$ cat src/rtl/writeback_stage_if.sv
// MEM/WB bus bundle: memory-stage results in, register-bank write port and forwarding outputs out.
// The slave modport is the write-back stage's view; the master modport is the driver side.
interface writeback_stage_if #(
   parameter int SIZE         = 32,
   parameter int SIZE_REG_DIR = 5
);
   logic                    i_stall;
   logic                    i_flush;
   logic                    i_reg_write;
   logic                    i_mem_to_reg;
   logic                    i_link;
   logic                    i_halt;
   logic [1:0]              i_load_size;
   logic                    i_load_unsigned;
   logic [1:0]              i_byte_offset;
   logic [SIZE-1:0]         i_alu_result;
   logic [SIZE-1:0]         i_mem_data;
   logic [SIZE-1:0]         i_pc_plus8;
   logic [SIZE_REG_DIR-1:0] i_rd;
   logic [SIZE_REG_DIR-1:0] o_w_dir;
   logic [SIZE-1:0]         o_w_data;
   logic                    o_write_enable;
   logic                    o_halt;

   modport master (
      output i_stall, i_flush, i_reg_write, i_mem_to_reg, i_link, i_halt,
             i_load_size, i_load_unsigned, i_byte_offset,
             i_alu_result, i_mem_data, i_pc_plus8, i_rd,
      input  o_w_dir, o_w_data, o_write_enable, o_halt
   );

   modport slave (
      input  i_stall, i_flush, i_reg_write, i_mem_to_reg, i_link, i_halt,
             i_load_size, i_load_unsigned, i_byte_offset,
             i_alu_result, i_mem_data, i_pc_plus8, i_rd,
      output o_w_dir, o_w_data, o_write_enable, o_halt
   );
endinterface

$ cat src/rtl/writeback_stage.sv
// MEM/WB pipeline register and write-back mux with sub-word load extraction and sticky halt.
// Optional retired-instruction counter (o_retired) is built only when WB_RETIRE_COUNT_EN is defined.
module writeback_stage #(
   parameter int SIZE          = 32,
   parameter int NUM_REGISTERS = 32,
   parameter int SIZE_REG_DIR  = $clog2(NUM_REGISTERS)
) (
   input  logic                clk,
   input  logic                rst,
   writeback_stage_if.slave    wb
`ifdef WB_RETIRE_COUNT_EN
   ,
   output logic [31:0]         o_retired
`endif
);

   logic                    valid_q;
   logic                    reg_write_q;
   logic [SIZE_REG_DIR-1:0] rd_q;
   logic                    halt_q;
   logic [SIZE-1:0]         result_q;
   logic                    halted_q;

   logic [7:0]              byte_sel;
   logic [15:0]             half_sel;
   logic [SIZE-1:0]         load_val;
   logic [SIZE-1:0]         result_d;
   logic                    capture;

   assign capture = ~wb.i_flush & ~wb.i_stall;

   // Little-endian lane select; halfword ignores offset bit 0, word ignores the offset entirely.
   always_comb begin
      byte_sel = wb.i_mem_data[{wb.i_byte_offset, 3'b000} +: 8];
      half_sel = wb.i_mem_data[{wb.i_byte_offset[1], 4'b0000} +: 16];
      load_val = wb.i_mem_data;
      case (wb.i_load_size)
         2'b00:   load_val = wb.i_load_unsigned ? {{(SIZE-8){1'b0}}, byte_sel}
                                                : {{(SIZE-8){byte_sel[7]}}, byte_sel};
         2'b01:   load_val = wb.i_load_unsigned ? {{(SIZE-16){1'b0}}, half_sel}
                                                : {{(SIZE-16){half_sel[15]}}, half_sel};
         default: load_val = wb.i_mem_data;
      endcase
   end

   always_comb begin
      result_d = wb.i_alu_result;
      if (wb.i_link)
         result_d = wb.i_pc_plus8;
      else if (wb.i_mem_to_reg)
         result_d = load_val;
   end

   always_ff @(posedge clk or negedge rst) begin
      if (!rst) begin
         valid_q     <= 1'b0;
         reg_write_q <= 1'b0;
         rd_q        <= '0;
         halt_q      <= 1'b0;
         result_q    <= '0;
         halted_q    <= 1'b0;
      end else if (wb.i_flush) begin
         valid_q     <= 1'b0;
         reg_write_q <= 1'b0;
         halt_q      <= 1'b0;
      end else if (!wb.i_stall) begin
         valid_q     <= 1'b1;
         reg_write_q <= wb.i_reg_write;
         rd_q        <= wb.i_rd;
         halt_q      <= wb.i_halt;
         result_q    <= result_d;
         if (wb.i_halt)
            halted_q <= 1'b1;
      end
   end

   // halted_q is already set when the HALT itself sits in the stage, so it also blocks HALT's own write.
   assign wb.o_write_enable = valid_q & reg_write_q & (rd_q != '0) & ~halt_q & ~halted_q;
   assign wb.o_w_dir        = rd_q;
   assign wb.o_w_data       = result_q;
   assign wb.o_halt         = halted_q;

`ifdef WB_RETIRE_COUNT_EN
   logic [31:0] retired_q;

   always_ff @(posedge clk or negedge rst) begin
      if (!rst)
         retired_q <= '0;
      else if (capture && !halted_q)
         retired_q <= retired_q + 32'd1;
   end

   assign o_retired = retired_q;
`else
   logic unused_capture;
   assign unused_capture = capture;
`endif

endmodule

$ cat src/flat_wrapper.sv
// flat-port wrapper written by rule: the top's interface ports become plain ports
module writeback_stage_flat 
#(
   parameter int SIZE          = 32,
   parameter int NUM_REGISTERS = 32,
   parameter int SIZE_REG_DIR  = $clog2(NUM_REGISTERS)
)
  (clk, rst, wb_i_stall, wb_i_flush, wb_i_reg_write, wb_i_mem_to_reg, wb_i_link, wb_i_halt, wb_i_load_size, wb_i_load_unsigned, wb_i_byte_offset, wb_i_alu_result, wb_i_mem_data, wb_i_pc_plus8, wb_i_rd, wb_o_w_dir, wb_o_w_data, wb_o_write_enable, wb_o_halt);
  writeback_stage_if #(.SIZE(SIZE), .SIZE_REG_DIR(SIZE_REG_DIR)) wb_i ();
  input  logic clk;
  input  logic rst;
  input wire logic [$bits(wb_i.i_stall)-1:0] wb_i_stall;
  input wire logic [$bits(wb_i.i_flush)-1:0] wb_i_flush;
  input wire logic [$bits(wb_i.i_reg_write)-1:0] wb_i_reg_write;
  input wire logic [$bits(wb_i.i_mem_to_reg)-1:0] wb_i_mem_to_reg;
  input wire logic [$bits(wb_i.i_link)-1:0] wb_i_link;
  input wire logic [$bits(wb_i.i_halt)-1:0] wb_i_halt;
  input wire logic [$bits(wb_i.i_load_size)-1:0] wb_i_load_size;
  input wire logic [$bits(wb_i.i_load_unsigned)-1:0] wb_i_load_unsigned;
  input wire logic [$bits(wb_i.i_byte_offset)-1:0] wb_i_byte_offset;
  input wire logic [$bits(wb_i.i_alu_result)-1:0] wb_i_alu_result;
  input wire logic [$bits(wb_i.i_mem_data)-1:0] wb_i_mem_data;
  input wire logic [$bits(wb_i.i_pc_plus8)-1:0] wb_i_pc_plus8;
  input wire logic [$bits(wb_i.i_rd)-1:0] wb_i_rd;
  output wire logic [$bits(wb_i.o_w_dir)-1:0] wb_o_w_dir;
  output wire logic [$bits(wb_i.o_w_data)-1:0] wb_o_w_data;
  output wire logic [$bits(wb_i.o_write_enable)-1:0] wb_o_write_enable;
  output wire logic [$bits(wb_i.o_halt)-1:0] wb_o_halt;
  assign wb_i.i_stall = wb_i_stall;
  assign wb_i.i_flush = wb_i_flush;
  assign wb_i.i_reg_write = wb_i_reg_write;
  assign wb_i.i_mem_to_reg = wb_i_mem_to_reg;
  assign wb_i.i_link = wb_i_link;
  assign wb_i.i_halt = wb_i_halt;
  assign wb_i.i_load_size = wb_i_load_size;
  assign wb_i.i_load_unsigned = wb_i_load_unsigned;
  assign wb_i.i_byte_offset = wb_i_byte_offset;
  assign wb_i.i_alu_result = wb_i_alu_result;
  assign wb_i.i_mem_data = wb_i_mem_data;
  assign wb_i.i_pc_plus8 = wb_i_pc_plus8;
  assign wb_i.i_rd = wb_i_rd;
  assign wb_o_w_dir = wb_i.o_w_dir;
  assign wb_o_w_data = wb_i.o_w_data;
  assign wb_o_write_enable = wb_i.o_write_enable;
  assign wb_o_halt = wb_i.o_halt;
  writeback_stage #(.SIZE(SIZE), .NUM_REGISTERS(NUM_REGISTERS), .SIZE_REG_DIR(SIZE_REG_DIR)) u_core (.clk(clk), .rst(rst), .wb(wb_i));
endmodule
$ cat config.mk
export PLATFORM = sky130hd
export DESIGN_NAME = writeback_stage_flat
export DESIGN_NICKNAME = d
export VERILOG_FILES = /design/src/rtl/writeback_stage_if.sv /design/src/rtl/writeback_stage.sv /design/src/flat_wrapper.sv
export SDC_FILE = /design/constraint.sdc
export NUM_CORES = 1
export LEC_CHECK = 0
export ABC_AREA = 1
export CORE_MARGIN = 2
export CORE_UTILIZATION = 25
export DETAILED_ROUTE_END_ITERATION = 12
export PLACE_DENSITY_LB_ADDON = 0.2
export SYNTH_ARGS = -nofsm -noshare
export SYNTH_HDL_FRONTEND = slang
export SYNTH_SLANG_ARGS = --single-unit
$ cat constraint.sdc
create_clock -name clk -period 1.1 [get_ports clk]
set_input_delay 0.22 -clock clk [delete_from_list [all_inputs] [get_ports clk]]
set_output_delay 0.22 -clock clk [all_outputs]
set_load 0.01 [all_outputs]
; ---- After elaboration in Yosys (flattened, before gate mapping)
; Index checks and enable logic that the tools add are counted.
[classes]
eq_ne = 2
n_reduce_logical = 4
n_bitwise = 8
shift = 2
n_mux = 11
[ops]
columns = operator, count
row1 = 32-bit 2-to-1 mux, 4
row2 = 32-bit case mux with 2 select lines, 1
row3 = 32-bit by 6-bit variable part select with 16-bit output, 1
row4 = 32-bit by 6-bit variable part select with 8-bit output, 1
row5 = 1-bit 2-to-1 mux, 6
row6 = 5-bit nonzero test, 1
row7 = 1-bit bitwise AND, 4
row8 = 1-bit NOT, 4
row9 = 3-bit AND reduction, 1
row10 = "2-bit by 1-bit equality test with 1-bit output, second input constant", 1
row11 = 2-bit logical NOT, 1
row12 = "2-bit by 1-bit inequality test with 1-bit output, second input constant", 1
row13 = 2-bit AND reduction, 1
[totals]
register_bits = 41
elab_cells = 33
input_bits = 114

; ---- Logic depth before layout (Yosys ltp)
[logic_depth]
depth_word = 5
ltp_mapped = 13
depth_no_buf = 11

; ---- Worst setup path before layout
; No wires, ideal clock.
[synth_path]
path_type = input-to-reg
startpoint = input port wb_i_load_size[1]
endpoint = register u_core.result_q[3], in the netlist u_core.wb.o_w_data[3]
setup_ns = 0.116
path_slack_ns = -0.116
path_stages = 9
n_path_buf = 2
arrival_ns = 1.100
cell_sequence = buf_6 -> buf_6 -> a21oi_1 -> o21ai_0 -> or2_2 -> nand2_1 -> nand2_1 -> nand2_1 -> nand2_1
[synth_via]
elab_chain_len = 4
elab_cells_between_ends = 5
cone_classes = 1 x eq/ne / 3 x mux / 1 x reduce/logical
[synth_rtl]
columns = item, line
row1 = from (decl), flat_wrapper.sv:18  ; input wire logic [$bits(wb_i.i_load_size)-1:0] wb_i_load_size;
row2 = 2-bit by 1-bit equality test with 1-bit output or 2-bit logical NOT (tied branches), writeback_stage.sv:37  ; case (wb.i_load_size)
row3 = 32-bit case mux with 2 select lines (*), writeback_stage.sv:37
row4 = 32-bit 2-to-1 mux (*), writeback_stage.sv:50  ; else if (wb.i_mem_to_reg)
row5 = 32-bit 2-to-1 mux (*), writeback_stage.sv:48  ; if (wb.i_link)
row6 = to (signal assigned), writeback_stage.sv:71  ; result_q <= result_d;
row7 = to (decl), writeback_stage.sv:21  ; logic [SIZE-1:0] result_q;
; Every way passes the cells marked *; elsewhere a longest branch is shown, timed or not.
; A chain may end at the register's enable or synchronous reset.

; ---- Final worst setup path
[layout_path]
startpoint = register u_core.rd_q[4], in the netlist u_core.wb.o_w_dir[4]
endpoint = output port wb_o_write_enable
[layout_via]
elab_chain_len = 4
[layout_rtl]
columns = item, line
row1 = from (decl), writeback_stage.sv:19  ; logic [SIZE_REG_DIR-1:0] rd_q;
row2 = from (signal assigned), writeback_stage.sv:69  ; rd_q <= wb.i_rd;
row3 = 5-bit nonzero test, writeback_stage.sv:78  ; assign wb.o_write_enable = valid_q & reg_write_q & (rd_q != '0) & ~halt_q & ~halted_q;
row4 = 1-bit bitwise AND (3 in a row), writeback_stage.sv:78
row5 = to (decl), flat_wrapper.sv:27  ; output wire logic [$bits(wb_i.o_write_enable)-1:0] wb_o_write_enable;
; Every way passes these cells.

==> out/qor_table.md <==
| Stage | Result | This run |
|:---|:---|:---|
| run status | Status | complete, but fails checks |
| run status | Violations in the final reports | negative setup slack |
| placement | Pre-CTS setup slack | -0.788 ns |
| timing | Unrepaired setup endpoints after global routing | true |
| timing | Number of setup violations in the final report | 6 |
| setup path | Worst r2r dst | u_core.wb.o_w_dir[4]$_DFFE_PN0P_ |
| synthesis | FF+latch count, synth | 41 |
| layout | Utilization after layout | 0.480 |
| synthesis | Largest area contributor in the netlist | sky130_fd_sc_hd__dfrtp_1 |
| power | Switching share of power | 0.301 |
| synthesis | Top cells by area, synth | sky130_fd_sc_hd__dfrtp_1 34%, sky130_fd_sc_hd__nand2_1 26%, sky130_fd_sc_hd__nor2_1 9.6% |
| layout | Flip-flop and latch area | 1030 µm² |
| floorplan | Floorplan row count | 40 |
| clocking | TritonCTS buffer count | 5 |
| route | Met3 wirelength from detailed routing | 859 µm |
| timing | Achievable frequency | 689 MHz |
| timing | Final Hold Viols | 0 |
| setup path | Worst setup path endpoint | wb_o_write_enable |
| run | Maximum Capacitance Violations | 0 |
| hold path | Worst min-delay path category | in -> reg |
| placement | Hpwl dp | 8890 µm |
| power | Power share of the clock group | 0.334 |
| clocking | Clock tree sinks | 41 |
| grt | Maximum number of pins on one net before global-route repair | 42 |
| grt | Overall track demand over capacity in global routing | 0.187 |
| synthesis | Post-synth top area share | 0.342 |
| setup path | Minimum setup slack among reg-to-reg paths | 0.32 ns |
| route | Vias/cell | 4.48 |
| layout | # fillers | 1217 |
| timing | Post-route fraction of the period consumed by the critical path | 1.32 |
| setup path | WP data arrival | 1.23 ns |
| floorplan | Height of the die | 114 µm |
| timing | Fin. max-slew vios | 0 |
| setup path | Highest fanout seen on the critical path | 2 |
| timing | Relative max-transition margin | 0.826 |
| route | Number of DRC violations after detailed-routing iteration 0 | 226 |
| layout | Fraction of final layout cells with drive strength greater than 1 | 0.321 |
| grt | Initial antenna violation count | 1 |
| timing | Period minus WS final | 1.45 ns |
| synthesis | Number of distinct library cells after synthesis | 23 |
| synthesis | Post-Syn Area | 3000 µm² |
| power | Largest vdd supply drop | 0.000590 V |
| layout | Nets | 816 |
| route | Routed wire per std cell | 14.6 µm |
| layout | Area occupied by multi-input gates | 2080 µm² |
| synthesis | Primary flip-flop cell chosen by synthesis mapping | sky130_fd_sc_hd__dfrtp_1 |
| power | Internal Dissipation | 0.00410 W |
| clocking | Cell at the root of the clock tree | sky130_fd_sc_hd__clkbuf_16 |
| synthesis | Ranking of synthesized cells by instance count | 210 x sky130_fd_sc_hd__nand2_1, 77 x sky130_fd_sc_hd__nor2_1, 49 x sky130_fd_sc_hd__a21oi_1 |
| setup path | Source of the critical timing path | u_core.wb.o_w_dir[4]$_DFFE_PN0P_ |
| setup path | Sort of element at the end of the critical path | output pin |
| route | Total number of vias | 3806 |
| floorplan | Core area | 11900 µm² |
| synthesis | Gate count after technology mapping | 490 |
| synthesis | Proportion of synthesized flip-flops having asynchronous set or reset | 1.00 |
| timing | Worst setup slack after layout | -0.352 ns |
| floorplan | Number of ports placed on the die boundary | 153 |
| power | Leak pwr | 2.94 nW |
| grt | Total overflow reported by the global router | 0 |
| layout | P&R area growth vs syn | 89.6% |
| timing | Layout Skew | 0 ns |
| timing | Post-Route Setup TNS | -0.735 ns |
| floorplan | Die ar. | 12900 µm² |
| synthesis | Post-synth EDFFs | 0 |
| floorplan | Initial core utilization | 0.253 |
| setup path | Worst r2r src | u_core.wb.o_w_dir[4]$_DFFE_PN0P_ |
| setup path | Worst stage delay on the critical path | 0.39 ns |
| power | Combinational power share | 0.354 |
| route | Post-detailed-route DRC marker count | 0 |
| timing | Pin slew with the least headroom to its limit | 0.261 ns |
| route | Detail Route Antenna Nets | 0 |
| clocking | Maximum buffer depth of the clock tree | 2 |
| route | Highest metal layer with signal wires | met5 |
| layout | Count of inserted antenna diode cells | 0 |
| synthesis | Synth Net Count | 604 |
| route | M1 wire length | 5640 µm |
| grt | Wire length of the first global-routing pass | 19100 µm |
| placement | Port Buffer Count | 152 |
| route | Detailed-routing iteration count for the pre-antenna-repair pass | 4 |
| floorplan | Die width | 114 µm |
| clocking | Clock transition at the registers of the reported paths | 0.06 ns |
| power | Sequential share of power | 0.312 |
| route | Total length of routed wires | 12400 µm |
| power | Ratio of total power to cell area | 1030 nW/µm² |
| clocking | Clock insertion delay at the later pin of the skew report | 0.28 ns |
| setup path | Number of cells on the worst reg-to-reg path | 3 |
| route | Met2 routed WL | 5610 µm |
| synthesis | Avg Inst Size Synth | 6.12 µm² |
| clocking | Number of levels in the clock H-tree | 2 |
| setup path | CP Launch Type | register |
| setup path | Cell at the slowest stage of the critical path | sky130_fd_sc_hd__dfrtp_1 |
| synthesis | Fraction of the yosys area taken by sequential cells | 0.342 |
| clocking | TritonCTS clock tree | yes |
| setup path | Critical setup path kind | reg -> out |
| placement | Global placer's final weighted congestion | 0.973 |
| synthesis | Ys Warns | 0 |
| setup path | Data required time of the critical path | 0.88 ns |
| setup path | Critical Path, Cell by Cell | inv_2 -> nand3_2 -> o311ai_2 -> inv_1 -> buf_2 |
| power | Net Switching | 0.00177 W |
| synthesis | Cell with the most instances after synthesis | sky130_fd_sc_hd__nand2_1 |
| grt | Vias in the first global route | 3823 |
metal layers:
layer,vias to the layer above,GRT usage
met2,116,0.312
li1,1955,-
met3,18,0.0457
met1,1715,0.245
met5,-,0
met4,2,0.0488
how the worst min path moves through the flow:
stage	startpoint	end	slack [ns]	depth (start not counted)
2_1_floorplan	rst	u_core.halt_q$_DFFE_PN0P_	-0.08	0
3_3_place_gp	rst	u_core.wb.o_w_data[4]$_DFFE_PN0P_	0.22	2
3_5_place_dp	rst	u_core.wb.o_w_data[4]$_DFFE_PN0P_	0.21	2
4_1_cts	wb_i_flush	u_core.valid_q$_DFFE_PN0P_	0.36	3
5_1_grt	wb_i_flush	u_core.valid_q$_DFFE_PN0P_	0.38	3
6_report	wb_i_flush	u_core.valid_q$_DFFE_PN0P_	0.37	3
final cells by class:
type                    instances  share of cell area
multi-input cells             397               0.366
flip-flops and latches         41               0.180
repair buffers                230               0.366
clock inverters                 3              0.0121
inverters                      27              0.0216
well taps                     147              0.0323
clock buffers                   5              0.0220
power by group through the flow:
stage | Clock [W] | Sequential (W) | Combinational (W)
floorplan | 0 | 0.00194 | 0.000660
global placement | 0 | 0.00186 | 0.00193
detailed placement | 0 | 0.00185 | 0.00195
CTS | 0.00202 | 0.00183 | 0.00199
global route | 0.00207 | 0.00185 | 0.00227
finish | 0.00196 | 0.00183 | 0.00207
worst max-delay path: cells and delay by family (launching register included):
family	cells	cell delay, ns
DFF	1	0.39
buffers and inverters	3	0.27
and+or+nand+nor	1	0.07
AOI/OAI and AO/OA	1	0.22
logic make-up after synthesis:
logic type / after synthesis / share of synthesized area
AND/OR/NAND/NOR: 324 / 0.455
AO/OA/AOI/OAI: 70 / 0.118
buffers and inverters: 55 / 0.0846
flip-flops: 41 / 0.342
cells in the final DEF (no fill, tap or decap), types with 6 or more instances in the layout:
| cell type | synthesis | layout |
|---|---|---|
| sky130_fd_sc_hd__nand2_8 | 1 | 6 |
| sky130_fd_sc_hd__a21oi_1 | 49 | 41 |
| sky130_fd_sc_hd__inv_2 | 3 | 9 |
| sky130_fd_sc_hd__clkdlybuf4s50_1 | 0 | 87 |
| sky130_fd_sc_hd__buf_2 | 4 | 37 |
| sky130_fd_sc_hd__buf_4 | 2 | 55 |
| sky130_fd_sc_hd__dlygate4sd2_1 | 0 | 11 |
| sky130_fd_sc_hd__a21oi_2 | 0 | 6 |
| sky130_fd_sc_hd__o21ai_2 | 0 | 6 |
| sky130_fd_sc_hd__nand2_2 | 3 | 17 |
| sky130_fd_sc_hd__inv_1 | 23 | 13 |
| sky130_fd_sc_hd__nand2_1 | 210 | 190 |
| sky130_fd_sc_hd__dfrtp_1 | 41 | 41 |
| sky130_fd_sc_hd__nand3_2 | 11 | 15 |
| sky130_fd_sc_hd__o21ai_0 | 18 | 6 |
| sky130_fd_sc_hd__buf_12 | 0 | 7 |
| sky130_fd_sc_hd__buf_6 | 4 | 19 |
| sky130_fd_sc_hd__nor2_1 | 77 | 71 |
through the flow:
step	cells	hold WS [ns]	power, W	area, µm²
after CTS	846	0.361	0.00584	5510
after detailed placement	814	0.212	0.00380	5050
after floorplan	490	-0.0756	0.00260	3030
after global placement	814	0.217	0.00379	5050
after global routing	850	0.380	0.00620	5690
final	850	0.369	0.00586	5690
sequential cells by signal, summed over array words and instances (netlist names):
register / flops
u_core.wb.o_w_dir: 5
u_core.halt_q: 1
u_core.wb.o_halt: 1
u_core.valid_q: 1
u_core.reg_write_q: 1
u_core.wb.o_w_data: 32
timing repair:
action	in CTS	in global routing
buffers inserted	19	7
gates resized for setup	263	64
cloned	5	0
endpoints found under the hold margin	41	0
hold buffers	1	0
pin swaps	15	36
setup endpoints to repair	71	38
No activity file was read; power rests on OpenSTA's default activity.
